--- config.mk ---
export PLATFORM = sky130hd
export DESIGN_NAME = rob_dispatch_flat
export DESIGN_NICKNAME = d
export VERILOG_FILES = /design/src/rtl/rob_dispatch_if.sv /design/src/rtl/rob_dispatch.sv /design/src/flat_wrapper.sv
export SDC_FILE = /design/constraint.sdc
export NUM_CORES = 2
export LEC_CHECK = 0
export CAP_MARGIN = 10
export CORE_MARGIN = 3
export CORE_UTILIZATION = 50
export DETAILED_ROUTE_END_ITERATION = 10
export PLACE_DENSITY = 0.68
export SYNTH_ARGS = -nofsm -noshare
export SYNTH_HDL_FRONTEND = slang
export SYNTH_SLANG_ARGS = --single-unit
--- constraint.sdc ---
create_clock -name clk -period 19.2 [get_ports clk]
set_clock_uncertainty 0.05 [all_clocks]
set_input_delay 3.84 -clock clk [delete_from_list [all_inputs] [get_ports clk]]
set_output_delay 3.84 -clock clk [all_outputs]
set_load 0.01 [all_outputs]
--- src/rtl/rob_dispatch_if.sv ---
// Purpose: bundle of every rob_dispatch signal except clock and reset.
//   It carries the decode-side push handshake, the flush/enable controls,
//   the ROB/RS/SLB status inputs and the ROB insert / issue outputs.
// Modports:
//   master - the environment (decode, ROB, RS, SLB); drives the controls,
//            the decoded fields and the status, and observes the outputs.
//   slave  - the rob_dispatch block itself.
interface rob_dispatch_if;
    logic        rdy;
    logic        clear;
    logic        in_valid;
    logic        in_ready;
    logic [31:0] in_pc;
    logic [31:0] in_inst;
    logic [5:0]  in_order;
    logic [31:0] in_dest;
    logic [31:0] in_topc;
    logic        in_jump;
    logic        in_done;
    logic        in_mem;
    logic [31:0] rob_size;
    logic [31:0] rob_r;
    logic        rs_full;
    logic        slb_full;
    logic        Insq_ROB;
    logic        ROB_add;
    logic [31:0] data1;
    logic [31:0] rob_r_;
    logic [31:0] rob_pc_;
    logic [31:0] rob_inst_;
    logic [5:0]  rob_order_;
    logic [31:0] rob_dest_;
    logic [31:0] rob_topc_;
    logic        rob_ready_;
    logic        rob_jump_;
    logic        to_rs;
    logic        to_slb;
    logic [31:0] issue_tag;

    modport master (
        output rdy, clear, in_valid, in_pc, in_inst, in_order, in_dest, in_topc,
               in_jump, in_done, in_mem, rob_size, rob_r, rs_full, slb_full,
        input  in_ready, Insq_ROB, ROB_add, data1, rob_r_, rob_pc_, rob_inst_,
               rob_order_, rob_dest_, rob_topc_, rob_ready_, rob_jump_, to_rs,
               to_slb, issue_tag
    );

    modport slave (
        input  rdy, clear, in_valid, in_pc, in_inst, in_order, in_dest, in_topc,
               in_jump, in_done, in_mem, rob_size, rob_r, rs_full, slb_full,
        output in_ready, Insq_ROB, ROB_add, data1, rob_r_, rob_pc_, rob_inst_,
               rob_order_, rob_dest_, rob_topc_, rob_ready_, rob_jump_, to_rs,
               to_slb, issue_tag
    );
endinterface

--- src/rtl/rob_dispatch.sv ---
// Purpose: in-order instruction queue and ROB allocator. Buffers decoded
//   instructions and, at most once per cycle, writes the oldest one into the
//   ROB entry after the current tail while steering it to the RS (ALU/branch)
//   or the SLB (load/store), tagged with that ROB index.
// Ports:
//   clk  - clock
//   rst  - synchronous, active-high reset
//   bus  - rob_dispatch_if.slave: push handshake, rdy/clear, ROB occupancy
//          and tail, RS/SLB full flags, ROB insert fields and issue outputs
module rob_dispatch #(
    parameter int QDEPTH    = 16,
    parameter int ROB_DEPTH = 16
) (
    input  logic          clk,
    input  logic          rst,
    rob_dispatch_if.slave bus
);
    localparam int AW = $clog2(QDEPTH);

    typedef struct packed {
        logic [31:0] pc;
        logic [31:0] inst;
        logic [5:0]  order;
        logic [31:0] dest;
        logic [31:0] topc;
        logic        jump;
        logic        done;
        logic        mem;
    } entry_t;

    entry_t        q [QDEPTH];
    logic [AW-1:0] head;
    logic [AW-1:0] tail;
    logic [AW:0]   count;

    entry_t        hd;
    entry_t        in_e;
    logic          full;
    logic          push;
    logic          fire;
    logic          head_ok;
    logic [31:0]   next_tag;

    always_comb begin
        in_e = '{pc: bus.in_pc, inst: bus.in_inst, order: bus.in_order,
                 dest: bus.in_dest, topc: bus.in_topc, jump: bus.in_jump,
                 done: bus.in_done, mem: bus.in_mem};
        hd   = q[head];
        full = (count == (AW+1)'(QDEPTH));
        bus.in_ready = !full;
        push = bus.in_valid && !full && bus.rdy && !bus.clear && !rst;
        // Only the head's own destination unit matters; a blocked head
        // stalls everything behind it.
        head_ok = hd.mem ? !bus.slb_full : !bus.rs_full;
        fire = !rst && bus.rdy && !bus.clear && (count != '0) &&
               (bus.rob_size < 32'(ROB_DEPTH)) && head_ok;
        next_tag = (bus.rob_r + 32'd1) & 32'(ROB_DEPTH - 1);

        bus.Insq_ROB   = 1'b0;
        bus.ROB_add    = 1'b0;
        bus.data1      = '0;
        bus.rob_r_     = '0;
        bus.issue_tag  = '0;
        bus.rob_pc_    = '0;
        bus.rob_inst_  = '0;
        bus.rob_order_ = '0;
        bus.rob_dest_  = '0;
        bus.rob_topc_  = '0;
        bus.rob_ready_ = 1'b0;
        bus.rob_jump_  = 1'b0;
        bus.to_rs      = 1'b0;
        bus.to_slb     = 1'b0;
        if (fire) begin
            bus.Insq_ROB   = 1'b1;
            bus.ROB_add    = 1'b1;
            bus.data1      = next_tag;
            bus.rob_r_     = next_tag;
            bus.issue_tag  = next_tag;
            bus.rob_pc_    = hd.pc;
            bus.rob_inst_  = hd.inst;
            bus.rob_order_ = hd.order;
            bus.rob_dest_  = hd.dest;
            bus.rob_topc_  = hd.topc;
            bus.rob_ready_ = hd.done;
            bus.rob_jump_  = hd.jump;
            bus.to_rs      = !hd.mem;
            bus.to_slb     = hd.mem;
        end
    end

    always_ff @(posedge clk) begin
        if (rst || bus.clear) begin
            head  <= '0;
            tail  <= '0;
            count <= '0;
        end else if (bus.rdy) begin
            if (push) tail <= tail + 1'b1;
            if (fire) head <= head + 1'b1;
            unique case ({push, fire})
                2'b10:   count <= count + 1'b1;
                2'b01:   count <= count - 1'b1;
                default: count <= count;
            endcase
        end
    end

    // Storage needs no reset: only entries between head and tail are read.
    always_ff @(posedge clk) begin
        if (push) q[tail] <= in_e;
    end
endmodule

--- src/flat_wrapper.sv ---
// flat-port wrapper written by rule: the top's interface ports become plain ports
module rob_dispatch_flat 
#(
    parameter int QDEPTH    = 16,
    parameter int ROB_DEPTH = 16
)
  (clk, rst, bus_rdy, bus_clear, bus_in_valid, bus_in_pc, bus_in_inst, bus_in_order, bus_in_dest, bus_in_topc, bus_in_jump, bus_in_done, bus_in_mem, bus_rob_size, bus_rob_r, bus_rs_full, bus_slb_full, bus_in_ready, bus_Insq_ROB, bus_ROB_add, bus_data1, bus_rob_r_, bus_rob_pc_, bus_rob_inst_, bus_rob_order_, bus_rob_dest_, bus_rob_topc_, bus_rob_ready_, bus_rob_jump_, bus_to_rs, bus_to_slb, bus_issue_tag);
  rob_dispatch_if bus_i ();
  input  logic clk;
  input  logic rst;
  input wire logic [$bits(bus_i.rdy)-1:0] bus_rdy;
  input wire logic [$bits(bus_i.clear)-1:0] bus_clear;
  input wire logic [$bits(bus_i.in_valid)-1:0] bus_in_valid;
  input wire logic [$bits(bus_i.in_pc)-1:0] bus_in_pc;
  input wire logic [$bits(bus_i.in_inst)-1:0] bus_in_inst;
  input wire logic [$bits(bus_i.in_order)-1:0] bus_in_order;
  input wire logic [$bits(bus_i.in_dest)-1:0] bus_in_dest;
  input wire logic [$bits(bus_i.in_topc)-1:0] bus_in_topc;
  input wire logic [$bits(bus_i.in_jump)-1:0] bus_in_jump;
  input wire logic [$bits(bus_i.in_done)-1:0] bus_in_done;
  input wire logic [$bits(bus_i.in_mem)-1:0] bus_in_mem;
  input wire logic [$bits(bus_i.rob_size)-1:0] bus_rob_size;
  input wire logic [$bits(bus_i.rob_r)-1:0] bus_rob_r;
  input wire logic [$bits(bus_i.rs_full)-1:0] bus_rs_full;
  input wire logic [$bits(bus_i.slb_full)-1:0] bus_slb_full;
  output wire logic [$bits(bus_i.in_ready)-1:0] bus_in_ready;
  output wire logic [$bits(bus_i.Insq_ROB)-1:0] bus_Insq_ROB;
  output wire logic [$bits(bus_i.ROB_add)-1:0] bus_ROB_add;
  output wire logic [$bits(bus_i.data1)-1:0] bus_data1;
  output wire logic [$bits(bus_i.rob_r_)-1:0] bus_rob_r_;
  output wire logic [$bits(bus_i.rob_pc_)-1:0] bus_rob_pc_;
  output wire logic [$bits(bus_i.rob_inst_)-1:0] bus_rob_inst_;
  output wire logic [$bits(bus_i.rob_order_)-1:0] bus_rob_order_;
  output wire logic [$bits(bus_i.rob_dest_)-1:0] bus_rob_dest_;
  output wire logic [$bits(bus_i.rob_topc_)-1:0] bus_rob_topc_;
  output wire logic [$bits(bus_i.rob_ready_)-1:0] bus_rob_ready_;
  output wire logic [$bits(bus_i.rob_jump_)-1:0] bus_rob_jump_;
  output wire logic [$bits(bus_i.to_rs)-1:0] bus_to_rs;
  output wire logic [$bits(bus_i.to_slb)-1:0] bus_to_slb;
  output wire logic [$bits(bus_i.issue_tag)-1:0] bus_issue_tag;
  assign bus_i.rdy = bus_rdy;
  assign bus_i.clear = bus_clear;
  assign bus_i.in_valid = bus_in_valid;
  assign bus_i.in_pc = bus_in_pc;
  assign bus_i.in_inst = bus_in_inst;
  assign bus_i.in_order = bus_in_order;
  assign bus_i.in_dest = bus_in_dest;
  assign bus_i.in_topc = bus_in_topc;
  assign bus_i.in_jump = bus_in_jump;
  assign bus_i.in_done = bus_in_done;
  assign bus_i.in_mem = bus_in_mem;
  assign bus_i.rob_size = bus_rob_size;
  assign bus_i.rob_r = bus_rob_r;
  assign bus_i.rs_full = bus_rs_full;
  assign bus_i.slb_full = bus_slb_full;
  assign bus_in_ready = bus_i.in_ready;
  assign bus_Insq_ROB = bus_i.Insq_ROB;
  assign bus_ROB_add = bus_i.ROB_add;
  assign bus_data1 = bus_i.data1;
  assign bus_rob_r_ = bus_i.rob_r_;
  assign bus_rob_pc_ = bus_i.rob_pc_;
  assign bus_rob_inst_ = bus_i.rob_inst_;
  assign bus_rob_order_ = bus_i.rob_order_;
  assign bus_rob_dest_ = bus_i.rob_dest_;
  assign bus_rob_topc_ = bus_i.rob_topc_;
  assign bus_rob_ready_ = bus_i.rob_ready_;
  assign bus_rob_jump_ = bus_i.rob_jump_;
  assign bus_to_rs = bus_i.to_rs;
  assign bus_to_slb = bus_i.to_slb;
  assign bus_issue_tag = bus_i.issue_tag;
  rob_dispatch #(.QDEPTH(QDEPTH), .ROB_DEPTH(ROB_DEPTH)) u_core (.clk(clk), .rst(rst), .bus(bus_i));
endmodule
Word level (Yosys, flattened, before mapping)
Memory sizes are Yosys's and may differ from the RTL's. A register that Yosys moved wholly into a read port is not among the register bits. Cells that the tools add are included.

Input bits: 208. Logic and storage cells: 51. Bits in writable memories: 2192. Memories kept: 1. Output and inout bits: 237. Bits in registers: 13.

Equality and inequality tests: 3. $lt $le $gt $ge: 1. Add/sub/neg operators: 5. Reductions and logical operators: 21. Muxes and demuxes: 17.

Memories: u_core.q (depth 16, width 137, read ports 1, clocked after memory_dff 1, wr ports 1, line rob_dispatch.sv:31) `entry_t q [QDEPTH];`.

Operators by type and width (number): two-way mux 32 bit (4); < comparator 32 x 5 -> 1 bit, second input constant (1); adder 4 x 1 -> 4 bit, second input constant (3); two-way mux 4 bit (3); one-hot mux 5 bit (2 select lines) (1); logical AND 1 bit (9); two-way mux 1 bit (8); zero test 1 bit (6); two-way mux 6 bit (1); AND reduction 2 bit (3); adder 5 x 1 -> 5 bit, second input constant (1); == test 5 bit, second input constant (1); nonzero test 5 bit (1); subtractor 5 x 1 -> 5 bit, second input constant (1); == test 2 x 1 -> 1 bit, second input constant (1); == test 2 bit, second input constant (1); nonzero test 2 bit (1); logical OR 1 bit (1).

Depth between registers and ports, before layout
Depth after elaboration: 9. Gate-level depth with buffers: 17. Gate-level depth less buffers: 14.

Least setup slack after synthesis
Ideal clock, no wire load.

Kind: input port to flip-flop. From: input rst. To: memory u_core.q[3][0] (netlist bit) (enable). Library setup time: 0.802 ns. Arrival: 13.975 ns. Slack: 4.373 ns. Data required time: 18.348 ns. Path buffers: 1. Cell stages on the path: 5. Cell sequence: nor3b_1 > and3_1 > clkbuf_1 > nand2_1 > nor3_1.

Word-level cells in the longest chain between the ends: 4.

RTL lines: from (decl) (line flat_wrapper.sv:10) `input logic rst;`; zero test 1 bit (line rob_dispatch.sv:51) `push = bus.in_valid && !full && bus.rdy && !bus.clear && !rst;`; logical AND 1 bit (line rob_dispatch.sv:51); two-way mux 1 bit (line rob_dispatch.sv:109) `if (push) q[tail] <= in_e;`; two-way mux 1 bit (not written as such) (line rob_dispatch.sv:109); to (decl) (line rob_dispatch.sv:31).

No other way between the ends.

Final worst setup path
From: input bus_rob_size[18]. To: output bus_rob_dest_[24].

Word-level cells in the longest chain between the ends: 4.

RTL lines: from (decl) (line flat_wrapper.sv:22) `input wire logic [$bits(bus_i.rob_size)-1:0] bus_rob_size;`; < comparator 32 x 5 -> 1 bit (line rob_dispatch.sv:56) `(bus.rob_size < 32'(ROB_DEPTH)) && head_ok;`; logical AND 1 bit (line rob_dispatch.sv:55) `fire = !rst && bus.rdy && !bus.clear && (count != '0) &&`; logical AND 1 bit (line rob_dispatch.sv:56); two-way mux 32 bit (line rob_dispatch.sv:73) `if (fire) begin`; to (decl) (line flat_wrapper.sv:34) `output wire logic [$bits(bus_i.rob_dest_)-1:0] bus_rob_dest_;`.

No other way between the ends.

==> reports/qor.yml <==
ios: 445
core_area_um2: 168000
finalInstanceArea_um2: 97300
die_h_um: 418
cts_tree: "yes"
dieArea_um2: 174000
post_cts_resized: 0
insertion_delay_ns: 0.83
rows: 150
initial_utilization_pct: 50.5
min_path_type: "reg2reg"
gp_congestion: 0.735
fin_crit_sh_pct: 57.9
holdBufCountCts: 0
dr_total_vias: 37500
htree_num_levels: 4
rsz0062_at_grt: "no"
grt_pass1_vias: 39400
grt_start_max_net_pins: 154
groute.usage.overall_pct: 21.3
end_kind: "output port"
drc_errors: 0
power_density_nw_per_um2: 97.2
final_hold_viol_count: 0
setup_viol: 0
synth_ff_type: "edfxtp_1"
path_clk_slew_ns: 0.06
cts_setup_buffers: 0
final_util_pct: 58.0
wl_um: 184000
synth_seq_area_share_pct: 78.1
power.total_mw: 9.45
synth_warnings: 0
drv_slew: 0
synth-edff-count: 2192
drt_pass1_iterations: 5
worst_slack_ns: 8.08
fin_hold_ws_ns: 0.445
leakagePower_nw: 29.1
syn-cell-area_um2: 84700
crit_arrival_ns: 7.23
critical_path.startpoint_type: "primary input"
synth_cell_type_count: 41
wl_per_cell_um: 29.4
dieWidth_um: 418
async_flop_share_pct: 0
vdd_ir_drop_max_v: 0.0000864
grt_pass1_wl_um: 269000
fin_nets: 4080
path_max_fanout: 80
worstSetupPathType: "in2out"
max-cap-violations: 0
worstMarginPinSlew_ns: 1.14
drt_iter0_drc: 3854
post-place-ws_ns: 8.06
layout_common_cells: "edfxtp_1, mux4_2, clkdlybuf4s50_1, clkbuf_16, nor2b_1"
numCtsBuffers: 211
layout.cells.non_filler: 6266
layout_commonest_cell: "edfxtp_1"
gr-total-overflow: 0
dp.cells: 5853
hpwlAfterDp_um: 90400
portBuffers: 328
clkSinkCount: 2209
tns_ns: 0
synth_seq_cells: 2209
period_minus_slack_ns: 11.12
fmax_ghz: 0.0899
avgViaCountPerCell: 5.99
worst_slew_margin_rel_pct: 23.7
clockBufferDepth: 3
postPlaceCellArea_um2: 90400
area_growth_pct: 14.8
cts-root-buf: "clkbuf_16"
antenna_left: 0
syn_area_per_cell_um2: 24.6
critPathRequiredTime_ns: 15.31
syn_inst: 3437
fillers: 11900
antenna_found_initial: 37
status: "finished clean"
final_layout_size_suffix_gt1_share_pct: 26.5
state kept, by name, summed over array words and instances, names as in the netlist, named ones only:
register      flops
u_core.head       4
u_core.q       2192
u_core.count      5
u_core.tail       4
power by group:
| part | internal, mW | switching, mW | leakage (nW) |
|---|---|---|---|
| combinational | 0.0429 | 0.0802 | 6.01 |
| sequential | 5.31 | 0.00134 | 19.8 |
| clock | 2.25 | 1.77 | 3.29 |
Yosys cell counts (2+ instances only):
cell	count	share of area [%]
ha_1	10	0.15
dfxtp_1	17	0.40
edfxtp_1	2192	78
inv_2	2	0.0089
xor2_1	7	0.072
clkbuf_1	102	0.45
mux4_2	683	18
nor3_1	4	0.024
nand4_1	4	0.030
nand2b_1	2	0.015
buf_2	21	0.12
buf_6	2	0.027
buf_4	102	0.90
nand2_1	16	0.071
nor2b_1	139	1.0
inv_1	6	0.027
xnor2_1	5	0.052
mux2i_1	7	0.083
nor2_1	31	0.14
a21oi_1	3	0.018
and3_1	3	0.022
nand3_1	4	0.024
buf_1	41	0.18
o21ai_0	4	0.024
or3_1	2	0.015
nor4_1	13	0.096
routing by layer:
layer  GRT usage (%)  vias up  part of all wire, %
met5               0        -                0.030
li1                -    15400                    -
met1            29.4    20500                   40
met3            3.45      279                  6.1
met4            5.49       10                  2.2
met2            35.8     1346                   51
area by class of cell:
cell class                      instances  area [um2]  area share [%]
Clock buffer                          264        5490            5.64
Tap cell                             2204        2760            2.84
Clock inverter                        136        1340            1.37
Inverter                                8        37.5          0.0386
Sequential cell                      2209       66200            68.0
Timing Repair Buffer                  397        3910            4.02
Multi-Input combinational cell       1035       17500            18.0
Antenna cell                           13        32.5          0.0334
cells by family after synthesis:
| logic type | count (synthesis) | share of synthesized area [%] |
|---|---|---|
| DFF | 2209 | 78.1 |
| muxes | 691 | 18.3 |
| buffers and inverters | 276 | 1.72 |
| and+or+nand+nor | 221 | 1.48 |
| AOI/OAI and AO/OA | 17 | 0.160 |
| xor gates and xnor gates | 12 | 0.124 |
| adders and majority gates | 10 | 0.148 |
| other | 1 | 0.00443 |
path summary, 6_finish.rpt:
| kind | from | endpoint | slack (ns) | depth (start not counted) |
|---|---|---|---|---|
| worst max-delay path | bus_rob_size[18] | bus_rob_dest_[24] | 8.08 | 8 |
| worst min-delay path | u_core.head[3] | register | 0.44 | 2 |
| worst max register to register | register | u_core.count[4] | 12.95 | 17 |
| worst min register to register | u_core.head[3] | register | 0.44 | 2 |
critical path, stage by stage:
cell             delay [ns]
clkdlybuf4s50_1        0.39
nor4_1                 0.31
nand2_1                0.33
nor4_1                 0.70
o211ai_4               0.13
buf_4                  0.35
nor2b_1                0.36
clkdlybuf4s50_1        0.60
No activity file was read; power rests on OpenSTA's default activity.
